## config.mk

```make
export PLATFORM = sky130hd
export DESIGN_NAME = cmd_sequencer_flat
export DESIGN_NICKNAME = d
export VERILOG_FILES = /design/src/rtl/fsm_pp_pkg.sv /design/src/rtl/cmd_sequencer_if.sv /design/src/rtl/cmd_fifo.sv /design/src/rtl/cmd_sequencer.sv /design/src/flat_wrapper.sv
export SDC_FILE = /design/constraint.sdc
export NUM_CORES = 1
export LEC_CHECK = 0
export ABC_AREA = 1
export CAP_MARGIN = 20
export CELL_PAD_IN_SITES_DETAIL_PLACEMENT = 0
export CELL_PAD_IN_SITES_GLOBAL_PLACEMENT = 2
export CORE_UTILIZATION = 32
export CTS_CLUSTER_SIZE = 25
export DETAILED_ROUTE_END_ITERATION = 6
export PLACE_DENSITY_LB_ADDON = 0.1
export SKIP_CTS_REPAIR_TIMING = 1
export SYNTH_ARGS = -nofsm -noshare
export SYNTH_HDL_FRONTEND = slang
export SYNTH_SLANG_ARGS = --single-unit
```

## constraint.sdc

```tcl
create_clock -name clk -period 2.4 [get_ports clk]
set_input_delay 0.24 -clock clk [delete_from_list [all_inputs] [get_ports clk]]
set_output_delay 0.24 -clock clk [all_outputs]
set_load 0.1 [all_outputs]
```

## src/rtl/fsm_pp_pkg.sv

```systemverilog
// Shared phase encodings, code width and command payload for the command sequencer.
package fsm_pp_pkg;

  localparam int unsigned CODE_W  = 2;
  localparam int unsigned PHASE_W = 3;
  localparam int unsigned COUNT_W = 8;

  typedef enum logic [PHASE_W-1:0] {
    PH_IDLE = 3'd0,
    PH_REG  = 3'd1,
    PH_ADDR = 3'd2,
    PH_DATA = 3'd3,
    PH_WAIT = 3'd4
  } phase_e;

  typedef struct packed {
    logic [CODE_W-1:0] reg_code;
    logic [CODE_W-1:0] addr_code;
    logic [CODE_W-1:0] data_code;
  } cmd_t;

endpackage

```

## src/rtl/cmd_sequencer_if.sv

```systemverilog
// Command handshake, downstream status and phase outputs of the command sequencer.
interface cmd_sequencer_if;

  logic                                cmd_valid;
  logic                                cmd_ready;
  logic [fsm_pp_pkg::CODE_W-1:0]       cmd_reg;
  logic [fsm_pp_pkg::CODE_W-1:0]       cmd_addr;
  logic [fsm_pp_pkg::CODE_W-1:0]       cmd_data;
  logic                                status;
  logic [fsm_pp_pkg::CODE_W-1:0]       register_out;
  logic [fsm_pp_pkg::CODE_W-1:0]       address_out;
  logic [fsm_pp_pkg::CODE_W-1:0]       data_out;
  logic [fsm_pp_pkg::PHASE_W-1:0]      phase;
  logic                                busy;
  logic                                done;
  logic                                error;
  logic [fsm_pp_pkg::COUNT_W-1:0]      done_count;

  modport master (
    output cmd_valid, cmd_reg, cmd_addr, cmd_data, status,
    input  cmd_ready, register_out, address_out, data_out, phase, busy, done, error, done_count
  );

  modport slave (
    input  cmd_valid, cmd_reg, cmd_addr, cmd_data, status,
    output cmd_ready, register_out, address_out, data_out, phase, busy, done, error, done_count
  );

endinterface

```

## src/rtl/cmd_fifo.sv

```systemverilog
// DEPTH-entry command FIFO; full/empty decoded from a registered occupancy counter.
module cmd_fifo
  import fsm_pp_pkg::*;
#(
  parameter int unsigned DEPTH = 4
) (
  input  logic clk,
  input  logic reset,
  input  logic push,
  input  logic pop,
  input  cmd_t din,
  output cmd_t dout,
  output logic full,
  output logic empty
);

  localparam int unsigned PTR_W = $clog2(DEPTH);
  localparam int unsigned CNT_W = PTR_W + 1;

  cmd_t             mem_q [DEPTH];
  logic [PTR_W-1:0] wr_ptr_q;
  logic [PTR_W-1:0] rd_ptr_q;
  logic [CNT_W-1:0] count_q;
  logic             do_push;
  logic             do_pop;

  assign do_push = push && !full;
  assign do_pop  = pop && !empty;
  assign full    = (count_q == CNT_W'(DEPTH));
  assign empty   = (count_q == '0);
  assign dout    = mem_q[rd_ptr_q];

  always_ff @(posedge clk) begin
    if (reset) begin
      wr_ptr_q <= '0;
      rd_ptr_q <= '0;
      count_q  <= '0;
    end else begin
      if (do_push) wr_ptr_q <= wr_ptr_q + PTR_W'(1);
      if (do_pop)  rd_ptr_q <= rd_ptr_q + PTR_W'(1);
      case ({do_push, do_pop})
        2'b10:   count_q <= count_q + CNT_W'(1);
        2'b01:   count_q <= count_q - CNT_W'(1);
        default: count_q <= count_q;
      endcase
    end
  end

  // Storage carries no reset; occupancy alone defines validity.
  always_ff @(posedge clk) begin
    if (do_push) mem_q[wr_ptr_q] <= din;
  end

endmodule

```

## src/rtl/cmd_sequencer.sv

```systemverilog
// Buffers commands and plays each out as REG/ADDR/DATA phases, then waits for status or times out.
module cmd_sequencer
  import fsm_pp_pkg::*;
#(
  parameter int unsigned DEPTH   = 4,
  parameter int unsigned TIMEOUT = 15
) (
  input  logic            clk,
  input  logic            reset,
  cmd_sequencer_if.slave  bus
);

  localparam int unsigned TIMER_W = 8;

  phase_e              state_q;
  logic [TIMER_W-1:0]  timer_q;
  logic [COUNT_W-1:0]  done_count_q;
  logic                live_q;
  logic                done_q;
  logic                error_q;
  logic [CODE_W-1:0]   reg_out_q;
  logic [CODE_W-1:0]   addr_out_q;
  logic [CODE_W-1:0]   data_out_q;
  logic [CODE_W-1:0]   hold_addr_q;
  logic [CODE_W-1:0]   hold_data_q;

  cmd_t fifo_din;
  cmd_t fifo_dout;
  logic fifo_full;
  logic fifo_empty;
  logic ready;
  logic push;
  logic pop;

  // live_q keeps cmd_ready low for the whole reset window.
  assign ready    = live_q && !fifo_full;
  assign push     = bus.cmd_valid && ready;
  assign pop      = (state_q == PH_IDLE) && !fifo_empty;
  assign fifo_din = {bus.cmd_reg, bus.cmd_addr, bus.cmd_data};

  cmd_fifo #(.DEPTH(DEPTH)) u_fifo (
    .clk   (clk),
    .reset (reset),
    .push  (push),
    .pop   (pop),
    .din   (fifo_din),
    .dout  (fifo_dout),
    .full  (fifo_full),
    .empty (fifo_empty)
  );

  always_ff @(posedge clk) begin
    if (reset) begin
      state_q      <= PH_IDLE;
      timer_q      <= '0;
      done_count_q <= '0;
      live_q       <= 1'b0;
      done_q       <= 1'b0;
      error_q      <= 1'b0;
      reg_out_q    <= '0;
      addr_out_q   <= '0;
      data_out_q   <= '0;
      hold_addr_q  <= '0;
      hold_data_q  <= '0;
    end else begin
      live_q     <= 1'b1;
      done_q     <= 1'b0;
      error_q    <= 1'b0;
      reg_out_q  <= '0;
      addr_out_q <= '0;
      data_out_q <= '0;
      case (state_q)
        PH_IDLE: begin
          if (!fifo_empty) begin
            reg_out_q   <= fifo_dout.reg_code;
            hold_addr_q <= fifo_dout.addr_code;
            hold_data_q <= fifo_dout.data_code;
            state_q     <= PH_REG;
          end
        end
        PH_REG: begin
          addr_out_q <= hold_addr_q;
          state_q    <= PH_ADDR;
        end
        PH_ADDR: begin
          data_out_q <= hold_data_q;
          state_q    <= PH_DATA;
        end
        PH_DATA: begin
          timer_q <= '0;
          state_q <= PH_WAIT;
        end
        PH_WAIT: begin
          // Completion wins over timeout on the last WAIT cycle.
          if (bus.status) begin
            done_q       <= 1'b1;
            done_count_q <= done_count_q + COUNT_W'(1);
            state_q      <= PH_IDLE;
          end else if (timer_q == TIMER_W'(TIMEOUT - 1)) begin
            error_q <= 1'b1;
            state_q <= PH_IDLE;
          end else begin
            timer_q <= timer_q + TIMER_W'(1);
          end
        end
        default: state_q <= PH_IDLE;
      endcase
    end
  end

  assign bus.cmd_ready    = ready;
  assign bus.register_out = reg_out_q;
  assign bus.address_out  = addr_out_q;
  assign bus.data_out     = data_out_q;
  assign bus.phase        = state_q;
  assign bus.busy         = (state_q != PH_IDLE) || !fifo_empty;
  assign bus.done         = done_q;
  assign bus.error        = error_q;
  assign bus.done_count   = done_count_q;

endmodule

```

## src/flat_wrapper.sv

```systemverilog
// flat-port wrapper written by rule: the top's interface ports become plain ports
module cmd_sequencer_flat import fsm_pp_pkg::*;
#(
  parameter int unsigned DEPTH   = 4,
  parameter int unsigned TIMEOUT = 15
)
  (clk, reset, bus_cmd_valid, bus_cmd_reg, bus_cmd_addr, bus_cmd_data, bus_status, bus_cmd_ready, bus_register_out, bus_address_out, bus_data_out, bus_phase, bus_busy, bus_done, bus_error, bus_done_count);
  cmd_sequencer_if bus_i ();
  input  logic clk;
  input  logic reset;
  input wire logic [$bits(bus_i.cmd_valid)-1:0] bus_cmd_valid;
  input wire logic [$bits(bus_i.cmd_reg)-1:0] bus_cmd_reg;
  input wire logic [$bits(bus_i.cmd_addr)-1:0] bus_cmd_addr;
  input wire logic [$bits(bus_i.cmd_data)-1:0] bus_cmd_data;
  input wire logic [$bits(bus_i.status)-1:0] bus_status;
  output wire logic [$bits(bus_i.cmd_ready)-1:0] bus_cmd_ready;
  output wire logic [$bits(bus_i.register_out)-1:0] bus_register_out;
  output wire logic [$bits(bus_i.address_out)-1:0] bus_address_out;
  output wire logic [$bits(bus_i.data_out)-1:0] bus_data_out;
  output wire logic [$bits(bus_i.phase)-1:0] bus_phase;
  output wire logic [$bits(bus_i.busy)-1:0] bus_busy;
  output wire logic [$bits(bus_i.done)-1:0] bus_done;
  output wire logic [$bits(bus_i.error)-1:0] bus_error;
  output wire logic [$bits(bus_i.done_count)-1:0] bus_done_count;
  assign bus_i.cmd_valid = bus_cmd_valid;
  assign bus_i.cmd_reg = bus_cmd_reg;
  assign bus_i.cmd_addr = bus_cmd_addr;
  assign bus_i.cmd_data = bus_cmd_data;
  assign bus_i.status = bus_status;
  assign bus_cmd_ready = bus_i.cmd_ready;
  assign bus_register_out = bus_i.register_out;
  assign bus_address_out = bus_i.address_out;
  assign bus_data_out = bus_i.data_out;
  assign bus_phase = bus_i.phase;
  assign bus_busy = bus_i.busy;
  assign bus_done = bus_i.done;
  assign bus_error = bus_i.error;
  assign bus_done_count = bus_i.done_count;
  cmd_sequencer #(.DEPTH(DEPTH), .TIMEOUT(TIMEOUT)) u_core (.clk(clk), .reset(reset), .bus(bus_i));
endmodule
```

==> results.cfg, run 1 <==
[synth]
ys_seq_area_frac = 0.553
yosysUniqueCellTypes = 27
syn_inst = 329
syn_avg_cell_area_um2 = 8.47
syn_area_um2 = 2790
synth-seq-cells = 65
yosys_warnings = 0
syn_nets = 348

[placed_design]
dp_slack_ps = 180
place.gp.congestion = 0.756
io_buffers = 30
detailedPlacementHpwl_um = 4190
dp.cells = 465

[sta]
finalHoldViolations = 0
period_minus_slack_ps = 2140
setup_viol = 0
setup_tns_ps = 0
max-slew-margin-rel = 0.705
finalCritPeriodShare = 0.890
finalClockSkew_ps = 6.92
fmax_mhz = 468
drv_slew = 0
setup_ws_ps = 265
tightest_slew_ps = 441
rsz0062_at_grt = false

[critical_path]
cp_data_arrival_time_ps = 2350
cp.depth = 12
crit_family = adder cells
r2r.worst_path.cells = 12
end_kind = flop
crit_chain = inv_1 > nand2_1 > nor2_2 > nand2_2 > inv_4 > ha_1 > inv_1 > fa_1 > a21oi_1 > o21ai_0 > o21ai_0 > a21oi_1
required_ps = 2620
path_class = reg -> reg
cp_max_fo = 8
max_stage_delay_ps = 430
worst-path-buf-inv = 3
worstSetupStartpointType = flop
slowest_stage = fa_1

[floorplanning]
die_h_um = 95.3
start_util = 0.336
core_region_area_um2 = 8300
die_area_um2 = 9080
row_count = 33
fp.dieW_um = 95.3
io_pins = 31

[power]
finalPower_mw = 3.49
switching_share = 0.402
seqPwrFrac = 0.391
ir_drop_v = 0.000901
switching_power_mw = 1.40
p_int_mw = 2.09
clockPowerShare = 0.254
p_leak_nw = 1.36
power.density_nw_per_um2 = 1020
comb_power_share = 0.355

[detailed_routing]
num_vias = 2167
ant_nets = 0
routed_wl_um = 5850
wl_per_cell_um = 12.1
vias_per_cell = 4.49
drtIter0Drc = 58
first_pass_iters = 4
drc = 0

[clocking]
cts_made_buffers = 9
cts_buffer_depth = 2
cts-root-buf = clkbuf_8
cts_max_level = 3
cts.sinks = 65
clk_pin_slew_ps = 70
insertion_delay_ps = 330
tritoncts = built

[grt]
grt_usage = 0.148
grt_max_degree = 15
grt_pass1_wl_um = 9960
grt_pass1_vias = 2069
antenna_found_initial = 0
grt-ovfl-total = 0

[cells_and_area]
area_growth_pct = 22.4
layout_commonest_cell = nor2_1
nets = 392
stdcell_count = 483
layout_common_cells = nor2_1 (64), nand2_1 (49), inv_1 (42)
drive_gt1_frac = 0.153
num_antenna_cells = 0

[outcome]
status = finished, final reports clean

[run]
cap_viol_max_count = 0

[min_path]
min_path_type = reg -> reg
min_path_cells = 2
path summary, 6_finish.rpt:
path                               from                        to  slack (ps)
setup / recovery    u_core.bus.phase[2]  u_core.u_fifo.count_q[2]         260
hold / removal    u_core.hold_data_q[0]    u_core.bus.data_out[0]         430
setup reg to reg    u_core.bus.phase[2]  u_core.u_fifo.count_q[2]         260
hold reg to reg   u_core.hold_data_q[0]    u_core.bus.data_out[0]         430
state kept, by name, indices dropped and copies added (netlist names), 2 cells and up, named ones only:
| register | count |
|---|---|
| u_core.bus.done_count | 8 |
| u_core.u_fifo.wr_ptr_q | 2 |
| u_core.u_fifo.count_q | 3 |
| u_core.bus.phase | 3 |
| u_core.hold_data_q | 2 |
| u_core.u_fifo.mem_q | 24 |
| u_core.bus.address_out | 2 |
| u_core.u_fifo.rd_ptr_q | 2 |
| u_core.timer_q | 8 |
| u_core.bus.register_out | 2 |
| u_core.hold_addr_q | 2 |
| u_core.bus.data_out | 2 |
metrics by stage:
| stage | util | instance area (µm²) | hold slack (ps) |
|---|---|---|---|
| 2_1_floorplan | - | 2800 | 309 |
| 3_3_place_gp | 0.386 | 3200 | 427 |
| 3_5_place_dp | 0.386 | 3200 | 426 |
| 4_1_cts | 0.409 | 3390 | 437 |
| 5_1_grt | 0.411 | 3410 | 451 |
| 6_report | 0.411 | 3410 | 433 |
cells in the mapped netlist (all sizes together):
cell type	count	area (µm²)
a31oi	2	18.8
nand2	52	213
nor3b	1	7.51
ha	8	100
a21oi	18	90.1
buf	2	10.0
edfxtp	24	721
nand3b	1	7.51
fa	1	20.0
clkbuf	4	15.0
o21ai	33	165
nand4	5	31.3
nand3	22	115
dfxtp	41	821
inv	45	171
nor2	66	250
nor3	2	10.0
o21bai	2	18.8
layer usage:
metal	vias to the layer above	global-route usage	share of wire
li1	1156	-	-
met1	971	0.201	0.52
met2	31	0.221	0.44
met3	9	0.0311	0.027
met4	0	0.0745	0.015
met5	-	0	0
cell type report:
class	instances	area (µm²)
clock inverters	6	58.8
clock buffers	10	128
fillers	897	4890
inverters	45	171
multi-input cells	213	1060
flip-flops and latches	65	1550
well taps	105	131
repair buffers	39	315
power groups by stage:
stage	Clock (mW)	Sequential [mW]	Combinational [mW]
after floorplan	0	1.61	0.694
after global placement	0	1.38	1.21
after detailed placement	0	1.39	1.21
after CTS	0.923	1.36	1.22
after global routing	0.978	1.38	1.38
final	0.885	1.36	1.24
kinds of logic (layout without fill, tap and decap cells):
| logic type | Yosys count | in the layout | share of synthesized area |
|---|---|---|---|
| buffers and inverters | 51 | 100 | 0.0705 |
| flip-flops | 65 | 65 | 0.553 |
| adder cells (fa/ha/maj) | 9 | 9 | 0.0431 |
| AO/OA/AOI/OAI | 55 | 55 | 0.105 |
| AND/OR/NAND/NOR | 149 | 149 | 0.228 |
tightest hold or removal path, delay by kind of cell, from the launching register on:
| kind | cells | cell delay [ps] |
|---|---|---|
| buffers and inverters | 1 | 50 |
| DFF | 1 | 310 |
| and+or+nand+nor | 1 | 30 |
Note: power is estimated with default switching activity, not from simulation.
==> inputs of run 2 (changes only) <==
Settings changed: PLACE_DENSITY set to 0.77, PLACE_DENSITY_LB_ADDON 0.1 to unset, SKIP_CTS_REPAIR_TIMING 1 to unset, SLEW_MARGIN set to 15.
==> run 2 against run 1 <==
Against the previous run: via count down 1.8%; critical endpoint unchanged; highest routed layer unchanged; fmax up 2.4%; global-route usage down 0.099 points; total power down 1.3%; critical path depth unchanged; sequential power about the same; final cell count down 1.2%; non-clock buffer count down 6; worst setup slack better by 51 ps; register-to-register slack better by 50 ps; sequential share of layout area up 0.50 points; largest cell class unchanged.
==> results.cfg, run 2 (synthesized netlist as in run 1, its figures left out) <==
[sta]
finalHoldViolations = 0
period_minus_slack_ps = 2080
max-slew-margin-rel = 0.596
tightest_slew_ps = 604
hold-worst-slack_ps = 429
rsz0062_at_grt = false
finalClockSkew_ps = 3.07
drv_slew = 0
finalCritPeriodShare = 0.869
setup_viol = 0
setup_ws_ps = 316
fmax_mhz = 480
setup_tns_ps = 0

[clocking]
insertion_delay_ps = 330
tritoncts = built
cts-root-buf = clkbuf_8
hold_buffers = 0
clk_pin_slew_ps = 70
cts_buffer_depth = 2
cts.sinks = 65
cts_made_buffers = 9
cts_max_level = 3

[detailed_routing]
num_vias = 2128
routed_wl_um = 5840
drc = 0
vias_per_cell = 4.46
ant_nets = 0
drtIter0Drc = 64
first_pass_iters = 4
wl_per_cell_um = 12.2

[critical_path]
end_kind = flop
setup.worst_path.start = u_core.bus.phase[2]
worstSetupStartpointType = flop
cp_max_fo = 8
path_class = reg -> reg
cp_data_arrival_time_ps = 2310
crit-reg2reg-capture = u_core.u_fifo.count_q[2]
regToRegSetupSlack_ps = 320
r2r.worst_path.cells = 12
timing.rr.start = u_core.bus.phase[2]
crit_end = u_core.u_fifo.count_q[2]
required_ps = 2630

[cells_and_area]
regMostFlops = u_core.u_fifo.mem_q
layout_common_cells = nor2_1 (64), nand2_1 (49), inv_1 (42)
drive_gt1_frac = 0.142
num_antenna_cells = 0
stdcell_count = 477
largest_reg_flops = 24
stdcell_area_um2 = 3370
area_growth_pct = 21.0
utilization = 0.406
layout_commonest_cell = nor2_1
nets = 386

[floorplanning]
start_util = 0.336
die_h_um = 95.3
core_region_area_um2 = 8300
row_count = 33
die_area_um2 = 9080
fp.dieW_um = 95.3
io_pins = 31

[grt]
grt_pass1_vias = 2046
grt_pass1_wl_um = 9920
antenna_found_initial = 0
grt_usage = 0.147
grt_max_degree = 15
grt-ovfl-total = 0

[power]
finalPower_mw = 3.44
power.density_nw_per_um2 = 1020
ir_drop_v = 0.000674
p_leak_nw = 1.34

[placed_design]
dp.cells = 461
io_buffers = 30
detailedPlacementHpwl_um = 4150
placed_cell_area_um2 = 3170
dp_slack_ps = 189
place.gp.congestion = 0.741

[min_path]
min_path_type = reg -> reg

[run]
cap_viol_max_count = 0

[outcome]
status = finished, final reports clean
-- run 2: final cells by class --
class	count	area (µm²)
Timing Repair Buffer	33	270
Tap cell	105	131
Inverter	45	171
Clock buffer	13	169
Multi-Input combinational cell	213	1070
Clock inverter	3	15.0
Sequential cell	65	1550
Fill cell	852	4930
-- run 2: how the worst min path moves through the flow --
stage,startpoint,endpoint,slack [ps],cells after the start
final,u_core.hold_data_q[1],u_core.bus.data_out[1],430,2
after global routing,u_core.hold_data_q[1],u_core.bus.data_out[1],450,2
after CTS,u_core.hold_data_q[0],u_core.bus.data_out[0],430,2
after detailed placement,u_core.hold_data_q[1],u_core.bus.data_out[1],420,2
after global placement,u_core.hold_addr_q[1],u_core.bus.address_out[1],420,2
after floorplan,reset,u_core.timer_q[2],310,1
-- run 2: what timing repair did --
item	CTS	global route
endpoints found under the setup margin	0	1
setup buffers	0	0
resized for setup	0	5
-- run 2: report_power, final --
part	switching, mW	total, mW	internal [mW]	leakage (nW)
Sequential	0.0932	1.36	1.27	0.553
Combinational	0.905	1.22	0.317	0.689
Clock	0.400	0.855	0.455	0.0992
Total	1.40	3.44	2.04	1.34
-- run 2: metal layers --
metal	track usage	wire [µm]	up-vias
met5	0	0	-
met2	0.226	2630	27
met1	0.193	2940	950
met4	0.0455	63	0
met3	0.0518	204	5
li1	-	-	1146
-- run 2: critical path, cell delays in order, from the launching register on --
cell	delay [ps]
dfxtp_2	340
inv_1	110
nand2_1	110
nor2_4	130
nand2_4	90
inv_4	110
ha_1	150
inv_1	70
fa_1	440
a21oi_1	150
o21ai_1	90
o21ai_1	130
a21oi_1	50
==> inputs of run 3 (changes only) <==
==> constraint.sdc (replaced) <==
create_clock -name clk -period 2.4 [get_ports clk]
set_input_delay 0.48 -clock clk [delete_from_list [all_inputs] [get_ports clk]]
set_output_delay 0.48 -clock clk [all_outputs]
set_load 0.1 [all_outputs]
==> run 3 against run 2 <==
Against the previous run: sequential share of layout area down 0.54 points; via count up 1.8%; sequential power about the same; critical path depth stayed put; global-route usage fell by 1.1 points; final cell count grew 0.84%; critical path type unchanged; largest cell class unchanged.
==> results.cfg, run 3 (synthesized netlist as in run 1, its figures left out) <==
[run]
cap_viol_max_count = 0

[cells_and_area]
layout_commonest_cell = nor2_1
stdcell_count = 481
area_growth_pct = 22.5
nets = 390
num_antenna_cells = 0
regMostFlops = u_core.u_fifo.mem_q
drive_gt1_frac = 0.146
layout_common_cells = nor2_1 (65), nand2_1 (49), inv_1 (42)
largest_reg_flops = 24

[critical_path]
crit_chain = inv_1 > nand2_1 > nor2_1 > nand2_2 > inv_4 > ha_1 > inv_1 > fa_1 > a21oi_1 > o21ai_0 > o21ai_0 > a21oi_1
worst-path-buf-inv = 3
worstSetupStartpointType = flop
setup.worst_path.start = u_core.bus.phase[2]
required_ps = 2620
crit_family = adder cells
max_stage_delay_ps = 430
timing.rr.start = u_core.bus.phase[2]
slowest_stage = fa_1
path_class = reg -> reg
end_kind = flop
cp_data_arrival_time_ps = 2410
cp_max_fo = 8

[sta]
max-slew-margin-rel = 0.639
period_minus_slack_ps = 2200
hold-worst-slack_ps = 430
rsz0062_at_grt = false
drv_slew = 0
setup_ws_ps = 204
finalHoldViolations = 0
finalCritPeriodShare = 0.915
finalClockSkew_ps = 6.24
setup_tns_ps = 0
fmax_mhz = 455
setup_viol = 0
tightest_slew_ps = 539

[floorplanning]
fp.dieW_um = 95.3
start_util = 0.336
io_pins = 31
row_count = 33
die_h_um = 95.3
die_area_um2 = 9080
core_region_area_um2 = 8300

[power]
ir_drop_v = 0.00105
p_int_mw = 2.11
power.density_nw_per_um2 = 1020
switching_share = 0.393
p_leak_nw = 1.36
switching_power_mw = 1.36
clockPowerShare = 0.255
comb_power_share = 0.354
seqPwrFrac = 0.390

[detailed_routing]
first_pass_iters = 4
vias_per_cell = 4.50
ant_nets = 0
num_vias = 2166
drtIter0Drc = 90
drc = 0
wl_per_cell_um = 11.5
routed_wl_um = 5510

[grt]
grt_pass1_vias = 1999
grt_pass1_wl_um = 9260
antenna_found_initial = 0
grt_usage = 0.136
grt-ovfl-total = 0
grt_max_degree = 15

[clocking]
cts_buffer_depth = 2
insertion_delay_ps = 330
cts-root-buf = clkbuf_8
cts_max_level = 3
postCtsSetupBuffers = 0
clk_pin_slew_ps = 70
post_cts_resized = 0
tritoncts = built
cts.sinks = 65
cts_made_buffers = 9
hold_buffers = 0

[min_path]
worstHoldStart = u_core.hold_addr_q[1]
min_path_type = reg -> reg

[placed_design]
dp.cells = 465
dp_slack_ps = 140
io_buffers = 30
detailedPlacementHpwl_um = 4040
place.gp.congestion = 0.717

[outcome]
status = finished, final reports clean
==> run 3: cell types whose count changed in the layout (fill, tap and decap cells not counted), sizes merged <==
cell    change
buf         +4
clkbuf      +1
clkinv      -1
==> run 3: worst paths after layout <==
| path | endpoint | slack (ps) | cells after the start |
|---|---|---|---|
| setup / recovery | u_core.u_fifo.count_q[2] | 200 | 12 |
| setup reg to reg | u_core.u_fifo.count_q[2] | 200 | 12 |
| hold / removal | u_core.bus.address_out[1] | 430 | 2 |
| hold reg to reg | u_core.bus.address_out[1] | 430 | 2 |
==> run 3: routing by layer <==
metal | wire length, µm | global-route usage | up-vias
li1 | - | - | 1156
met1 | 2750 | 0.175 | 971
met2 | 2470 | 0.213 | 33
met3 | 231 | 0.0478 | 6
met4 | 58 | 0.0417 | 0
met5 | 0 | 0 | -
==> run 3: stage by stage <==
stage | power (mW) | cell area [µm²] | util
global route | 3.71 | 3410 | 0.411
global placement | 2.63 | 3220 | 0.388
CTS | 3.53 | 3410 | 0.411
floorplan | 2.30 | 2800 | -
finish | 3.47 | 3410 | 0.411
detailed placement | 2.63 | 3220 | 0.388
==> run 3: power groups by stage <==
stage          Combinational [mW]  Clock, mW  Sequential (mW)
6_report                     1.23      0.887             1.36
5_1_grt                      1.37      0.966             1.38
4_1_cts                      1.25      0.921             1.36
3_5_place_dp                 1.25          0             1.38
3_3_place_gp                 1.25          0             1.38
2_1_floorplan               0.694          0             1.61
==> run 3: cell type report <==
class / instances / area, µm²
clock buffer: 14 / 184
clock inverter: 2 / 10.0
fill: 849 / 4890
inverter: 45 / 171
multi-input combinational: 213 / 1060
sequential: 65 / 1550
tap: 105 / 131
timing repair buffer: 37 / 313
==> run 3: tightest hold or removal path: cells and delay by family (launching register included) <==
kind,cells,cell delay [ps]
buffers and inverters,1,50
flip-flops,1,310
AND/OR/NAND/NOR,1,40
